--- config.mk ---
export PLATFORM = sky130hd
export DESIGN_NAME = if_id_queue
export DESIGN_NICKNAME = d
export VERILOG_FILES = /design/src/rtl/if_id_queue.sv
export SDC_FILE = /design/constraint.sdc
export NUM_CORES = 1
export LEC_CHECK = 0
export ABC_AREA = 1
export BUFFER_PORTS_ARGS = -buffer_cell sky130_fd_sc_hd__buf_2
export CORE_ASPECT_RATIO = 1.5
export CORE_UTILIZATION = 58
export CTS_BUF_LIST = sky130_fd_sc_hd__clkbuf_2
export DETAILED_ROUTE_END_ITERATION = 10
export PLACE_DENSITY = 0.8
export SETUP_SLACK_MARGIN = 0.4
export SYNTH_ARGS = -nofsm -noshare
export SYNTH_HDL_FRONTEND = slang
export SYNTH_SLANG_ARGS = --single-unit
--- constraint.sdc ---
create_clock -name i_clk -period 10.6 [get_ports i_clk]
set_clock_uncertainty 0.05 [all_clocks]
set_input_delay 1.06 -clock i_clk [delete_from_list [all_inputs] [get_ports i_clk]]
set_output_delay 1.06 -clock i_clk [all_outputs]
set_load 0.01 [all_outputs]
--- src/rtl/if_id_queue.sv ---
// Fetch-to-decode instruction queue: circular buffer with wrap-bit pointers and flush.
// Optional same-cycle empty-queue bypass when IFQ_BYPASS_EN is defined.
module if_id_queue #(
    parameter int DEPTH     = 4,
    parameter int CPU_WIDTH = 64,
    localparam int PTR_W    = $clog2(DEPTH)
) (
    input  logic                 i_clk,
    input  logic                 i_rst,
    input  logic                 i_flush,
    input  logic                 i_in_valid,
    output logic                 o_in_ready,
    input  logic [CPU_WIDTH-1:0] i_in_pc,
    input  logic [31:0]          i_in_inst,
    output logic                 o_out_valid,
    input  logic                 i_out_ready,
    output logic [CPU_WIDTH-1:0] o_out_pc,
    output logic [31:0]          o_out_inst,
    output logic [PTR_W:0]       o_count
);

    logic [CPU_WIDTH-1:0] r_mem_pc   [DEPTH];
    logic [31:0]          r_mem_inst [DEPTH];
    logic [PTR_W:0]       r_wr_ptr;
    logic [PTR_W:0]       r_rd_ptr;

    logic w_empty;
    logic w_full;
    logic w_byp;
    logic w_enq;
    logic w_deq;

    assign w_empty = (r_wr_ptr == r_rd_ptr);
    assign w_full  = (r_wr_ptr[PTR_W-1:0] == r_rd_ptr[PTR_W-1:0]) &&
                     (r_wr_ptr[PTR_W] != r_rd_ptr[PTR_W]);

`ifdef IFQ_BYPASS_EN
    assign w_byp = w_empty && i_in_valid && !i_flush && !i_rst;
`else
    assign w_byp = 1'b0;
`endif

    assign o_in_ready  = !w_full && !i_rst;
    assign o_out_valid = (!w_empty || w_byp) && !i_flush && !i_rst;
    assign o_count     = r_wr_ptr - r_rd_ptr;

    // A bypassed entry that decode takes at once is never stored.
    assign w_enq = i_in_valid && o_in_ready && !i_flush &&
                   !(w_byp && i_out_ready);
    assign w_deq = o_out_valid && i_out_ready && !w_empty;

    always_comb begin
        o_out_pc   = '0;
        o_out_inst = '0;
        if (o_out_valid) begin
            if (!w_empty) begin
                o_out_pc   = r_mem_pc[r_rd_ptr[PTR_W-1:0]];
                o_out_inst = r_mem_inst[r_rd_ptr[PTR_W-1:0]];
            end else begin
                o_out_pc   = i_in_pc;
                o_out_inst = i_in_inst;
            end
        end
    end

    always_ff @(posedge i_clk or posedge i_rst) begin
        if (i_rst) begin
            r_wr_ptr <= '0;
            r_rd_ptr <= '0;
        end else if (i_flush) begin
            r_wr_ptr <= '0;
            r_rd_ptr <= '0;
        end else begin
            if (w_enq) r_wr_ptr <= r_wr_ptr + 1'b1;
            if (w_deq) r_rd_ptr <= r_rd_ptr + 1'b1;
        end
    end

    always_ff @(posedge i_clk) begin
        if (w_enq) begin
            r_mem_pc[r_wr_ptr[PTR_W-1:0]]   <= i_in_pc;
            r_mem_inst[r_wr_ptr[PTR_W-1:0]] <= i_in_inst;
        end
    end

endmodule

* Yosys cells after proc, flatten, opt, wreduce, memory -nomap -nowiden
Memory sizes are Yosys's and may differ from the RTL's. Cells that the tools add are included.
Storage, ports and cells: bits in registers 6, latch bits 0, memory bits (writable) 384, memory bits (read-only) 0, input bits 101, output and inout port bits 101, logic and storage cells 34, memories kept 2
Memory list:
- r_mem_pc | words 4, width 64, read ports 1, clocked after Yosys merged registers in 0, write ports 1, RTL line 22 | logic [CPU_WIDTH-1:0] r_mem_pc [DEPTH];
- r_mem_inst | words 4, width 32, read ports 1, clocked after Yosys merged registers in 0, write ports 1, RTL line 23 | logic [31:0] r_mem_inst [DEPTH];
Cells by class: $add $sub $neg 3, multipliers 0, divide/modulo/power cells 0, $lt $le $gt $ge 0, equality and inequality tests 3, shift operators 0, mux-type cells 10, bitwise operators 0, reduce and logical (&&, ||, !) cells 14
Operator list (count):
- $mux W64 | 2
- $mux W32 | 2
- $mux W3 | 4
- $logic_and A1 B1 Y1 | 8
- $add A3 B1 Y3 const B | 2
- $logic_not A1 Y1 | 4
- $reduce_bool A2 Y1 | 2
- $eq A3 B3 Y1 | 1
- $sub A3 B3 Y3 | 1
- $eq A2 B2 Y1 | 1
- $mux W1 | 2
- $ne A1 B1 Y1 | 1

* Logic depth before layout (Yosys ltp)
word-level depth 8, depth in mapped cells 13, mapped depth without buffers 9

* Least setup slack after synthesis
Ideal clock, no wire load.
kind register -> register, start point register r_rd_ptr[1], end point memory r_mem_inst[0][0], enable pin, setup time 552 ps, arrival time 5740 ps, data required time 9998 ps, path slack 4258 ps, cell stages (with the launch flop) 11, path buffers 3, period minus slack after synthesis 6342 ps, cell sequence dfrtp_1 buf_4 buf_6 inv_4 buf_2 ha_1 nand2_1 inv_1 a21oi_1 nand3_1 nor2_1
Between the ends: word-level cells in the longest chain between the ends 8
Ends and longest elaborated chain:
- start, declared | RTL line 25 | logic [PTR_W:0] r_rd_ptr;
- start signal, assigned | RTL line 75 | if (w_deq) r_rd_ptr <= r_rd_ptr + 1'b1;
- $eq A2 B2 Y1 | RTL line 34 | assign w_full = (r_wr_ptr[PTR_W-1:0] == r_rd_ptr[PTR_W-1:0]) &&
- $logic_and A1 B1 Y1 | RTL line 34
- $logic_not A1 Y1 | RTL line 43 | assign o_in_ready = !w_full && !i_rst;
- $logic_and A1 B1 Y1 | RTL line 43
- via o_in_ready | RTL line 12 | output logic o_in_ready,
- $logic_and A1 B1 Y1 (2 in a row) | RTL line 48 | assign w_enq = i_in_valid && o_in_ready && !i_flush &&
- $mux W1 | RTL line 80 | if (w_enq) begin
- $mux W1 (implied by the code) | RTL line 82 | r_mem_inst[r_wr_ptr[PTR_W-1:0]] <= i_in_inst;
- end, declared | RTL line 23
The timed path passes the listed nets, and every way through them passes these cells.

* Final worst setup path
start point register r_rd_ptr[0], end point output o_out_pc[41]
Between the ends: word-level cells in the longest chain between the ends 5, elaborated cells between the ends (all ways) 7, those cells by class 1 x eq/ne; 2 x mux; 3 x reduce/logical; 1 x memory
Ends and longest elaborated chain:
- parallel branches: the longest is 4 deep, another holds $mem_v2 Z4 W64
- $mux W64 * | RTL line 55 | if (o_out_valid) begin
- end, declared | RTL line 17 | output logic [CPU_WIDTH-1:0] o_out_pc,
Every way passes the cells marked *.

==> impl_summary.txt <==
----------------------------------------------------
[Drt]
  Wire per inst ... 17.3 µm
  Number of design-rule violations left by the first detailed-router iteration ... 785
  Detailed-router iteration count before antenna repair ... 5
  Number of remaining DRC errors ... 0
  DR vias ... 10.4k
  Vias per cell ... 5.37
  Wire length reported by the detailed router ... 33,500 µm
  Post-route antenna net violation count ... 0

[Worst setup path]
  Worst endpoint data arrival time ... 5.26 ns
  Cell breakdown of the critical path ... buf_4 -> buf_4 -> buf_4 -> a21oi_1 -> o21ai_0 -> o21ai_0 -> nor2_1 -> buf_2
  CP max FO ... 137
  Critical Path Start Type ... flip-flop
  CP Capture Type ... output pin
  Slowest cell on the critical path ... sky130_fd_sc_hd__buf_4
  Delay of the slowest cell on the worst path ... 1.06 ns
  Top delay family on crit path ... buffers and inverters
  Critical path class ... reg -> out
  Number of buffer and inverter stages on the critical path ... 4
  Worst endpoint required time ... 9.49 ns
  Top cell by count, worst path ... sky130_fd_sc_hd__buf_4

[Floorplanning]
  Row cnt ... 73
  Die height ... 205 µm
  Starting utilization of the core area ... 0.594
  Area of the die ... 28,100 µm²
  Number of I/O pins ... 202
  Core Area ... 26,800 µm²
  Die span in x ... 137 µm

[Timing]
  Worst Setup Slack, final ... 4.23 ns
  Slew HR ... 0.179
  Worst Max-Slew Pin Slew ... 1.23 ns
  Final critical path time including I/O delays and setup ... 6.37 ns
  RSZ-0062 raised after global routing ... no
  Total Neg Setup Slack ... 0 ns
  Period utilisation layout ... 0.601
  Max-slew violation total from the final report ... 0
  Fmax achieved ... 157 MHz
  Final setup violation count ... 0
  Number of hold violations in the final report ... 0

[Finish]
  Sequential Area ... 11,700 µm²
  Area taken by multi-input logic gates ... 2990 µm²
  Post-route cell area ... 17,800 µm²
  Share of layout cells above drive strength 1 ... 0.221
  Final Non-Filler Cells ... 1,934
  Count of nets after finishing ... 1,636
  Number of fillers in the final layout ... 1,949
  Relative area change from synthesis to final layout ... 11.9%

[Place]
  Number of I/O port buffers ... 201
  Instance count after placement with tap cells included ... 1,777
  Placed Instance Area ... 17,000 µm²
  Final Wtd Congestion ... 0.819
  Post-Place Setup Slack ... 5.26 ns
  Placed wire-length estimate after detailed placement ... 19,400 µm

[Synthesis]
  Total of flip-flops plus latches after synthesis ... 390
  Adder-cell share of the synthesized area ... 0.00676
  Part of the Yosys area used for sequential elements ... 0.734
  Complex-gate fraction of the synthesized area ... 0.121
  Synth Warn # ... 0
  Number of distinct standard cells referenced by the synthesized netlist ... 22
  Synthesized net count ... 1,411
  Share of the synthesized netlist area taken by xor and xnor gates ... 0.00165
  Synth Area in Simple Gates ... 0.0563
  Multiplexer fraction of the synthesized cell area ... 0
  Avg Inst Size Synth ... 12.2 µm²
  Combinational family with the most area after synthesis ... compound AO/OA/AOI/OAI gates
  Number of instances in the synthesized netlist ... 1,302
  Synth Cell Area ... 15,900 µm²

[CTS]
  CTS Root Buffer Type ... sky130_fd_sc_hd__clkbuf_2
  Maximum clock path buffer count ... 3
  CTS tree ... yes
  Clock transition at the register clock pins on the worst setup and hold paths after CTS ... 0.13 ns
  Cells resized by post-CTS repair ... 0
  TritonCTS Sinks ... 390
  Cts-stage hold buffer count ... 1
  Worst skew pair latency ... 0.90 ns
  Clock buffers created by TritonCTS ... 84
  Post-CTS setup buffer count ... 0
  Total number of H-tree levels ... 3

[Run status]
  Result of the run ... complete, no violations

[Global route]
  Number of global-route vias before repair ... 10.3k
  Largest net degree at the start of global routing ... 138
  Antenna violations before repair ... 12
  First-pass GRT wire length ... 50,800 µm
  GRT Residual Overflow ... 0
  GRT Total Usage ... 0.242

[Power]
  Total chip power ... 3.06 mW
  Leakage power figure ... 7.32 nW
  Power per cell area ... 172 nW/µm²
  Max VDD drop ... 0.140 mV

[Hold path]
  Path type of the worst min-delay path ... in -> reg

[Job]
  Max_cap viols ... 0

----------------------------------------------------
==> cells by family after synthesis <==
logic type	Yosys count
adders and majority gates	8
AOI/OAI and AO/OA	385
buffers and inverters	282
DFF	390
xor gates and xnor gates	3
and+or+nand+nor	234
==> cell usage in the layout (no fill, tap or decap) <==
cell / instances
sky130_fd_sc_hd__nor2_4: 4
sky130_fd_sc_hd__diode_2: 8
sky130_fd_sc_hd__a21oi_1: 193
sky130_fd_sc_hd__nor2_1: 198
sky130_fd_sc_hd__bufinv_16: 3
sky130_fd_sc_hd__dfrtp_1: 4
sky130_fd_sc_hd__clkinv_1: 19
sky130_fd_sc_hd__dfrtp_4: 2
sky130_fd_sc_hd__o21ai_0: 107
sky130_fd_sc_hd__clkbuf_2: 120
sky130_fd_sc_hd__fa_1: 1
sky130_fd_sc_hd__ha_1: 7
sky130_fd_sc_hd__inv_1: 205
sky130_fd_sc_hd__clkinv_2: 2
sky130_fd_sc_hd__nand3_1: 12
sky130_fd_sc_hd__dlygate4sd3_1: 1
sky130_fd_sc_hd__o21ai_1: 85
sky130_fd_sc_hd__inv_2: 4
sky130_fd_sc_hd__buf_4: 11
sky130_fd_sc_hd__xor2_1: 1
sky130_fd_sc_hd__nand2_4: 1
sky130_fd_sc_hd__inv_4: 1
sky130_fd_sc_hd__clkinvlp_4: 1
sky130_fd_sc_hd__xnor2_1: 2
sky130_fd_sc_hd__nand2_1: 19
sky130_fd_sc_hd__edfxtp_1: 384
sky130_fd_sc_hd__clkinv_4: 1
sky130_fd_sc_hd__buf_2: 201
==> state kept, by name, indices dropped and copies added (netlist names) <==
| register | flops |
|---|---|
| r_rd_ptr | 3 |
| r_wr_ptr | 3 |
| r_mem_pc | 256 |
| r_mem_inst | 128 |
==> cell usage after synthesis <==
master | n | area share
sky130_fd_sc_hd__edfxtp_1 | 384 | 0.72
sky130_fd_sc_hd__inv_1 | 205 | 0.048
sky130_fd_sc_hd__nor2_1 | 202 | 0.048
sky130_fd_sc_hd__a21oi_1 | 193 | 0.061
sky130_fd_sc_hd__o21ai_0 | 107 | 0.034
sky130_fd_sc_hd__o21ai_1 | 85 | 0.027
sky130_fd_sc_hd__buf_2 | 24 | 0.0076
sky130_fd_sc_hd__clkbuf_1 | 23 | 0.0054
sky130_fd_sc_hd__buf_6 | 19 | 0.013
sky130_fd_sc_hd__nand2_1 | 19 | 0.0045
sky130_fd_sc_hd__nand3_1 | 12 | 0.0038
sky130_fd_sc_hd__buf_4 | 7 | 0.0033
sky130_fd_sc_hd__ha_1 | 7 | 0.0055
sky130_fd_sc_hd__dfrtp_1 | 6 | 0.0094
sky130_fd_sc_hd__xnor2_1 | 2 | 0.0011
sky130_fd_sc_hd__buf_8 | 1 | 0.00094
sky130_fd_sc_hd__clkinv_1 | 1 | 0.00024
sky130_fd_sc_hd__fa_1 | 1 | 0.0013
sky130_fd_sc_hd__inv_2 | 1 | 0.00024
sky130_fd_sc_hd__inv_4 | 1 | 0.00039
sky130_fd_sc_hd__nand2_2 | 1 | 0.00039
sky130_fd_sc_hd__xor2_1 | 1 | 0.00055
==> power breakdown <==
group | internal (mW) | switching [mW]
clock network | 0.378 | 0.548
registers | 1.73 | 0.0216
logic | 0.119 | 0.263
total | 2.23 | 0.832
==> per-stage QoR <==
step	util	hold WS [ns]
floorplan	-	0.500
finish	0.665	0.299
CTS	0.664	0.228
global route	0.665	0.212
global placement	0.634	0.529
detailed placement	0.634	0.546
==> worst paths after layout <==
kind	from	end	slack (ns)	depth (start not counted)
setup / recovery	r_rd_ptr[0]	o_out_pc[41]	4.23	8
setup reg to reg	r_rd_ptr[1]	r_mem_pc[1][42]	6.13	8
max in group asynchronous	i_rst	r_rd_ptr[0]	9.65	3
hold reg to reg	r_rd_ptr[2]	r_rd_ptr[2]	0.58	2
hold / removal	i_in_pc[24]	r_mem_pc[0][24]	0.30	1
min in group asynchronous	i_rst	r_rd_ptr[1]	0.60	3
==> cell type report <==
class | instances | area share
Tap cell | 337 | 0.0237
Clock inverter | 28 | 0.0110
Antenna cell | 8 | 0.00112
Inverter | 208 | 0.0440
Multi-Input combinational cell | 630 | 0.168
Clock buffer | 120 | 0.0337
Timing Repair Buffer | 213 | 0.0617
Sequential cell | 390 | 0.657
==> routing by layer <==
metal  part of all wire  wire length (µm)  global-route usage  up-vias
li1                   -                 -                   -     4980
met1               0.38             12600               0.262     4979
met2               0.54             17900               0.435      346
met3              0.055              1860              0.0572       67
met4              0.031              1030               0.121        8
met5             0.0015                51                   0        -
No activity file was read; power rests on OpenSTA's default activity.
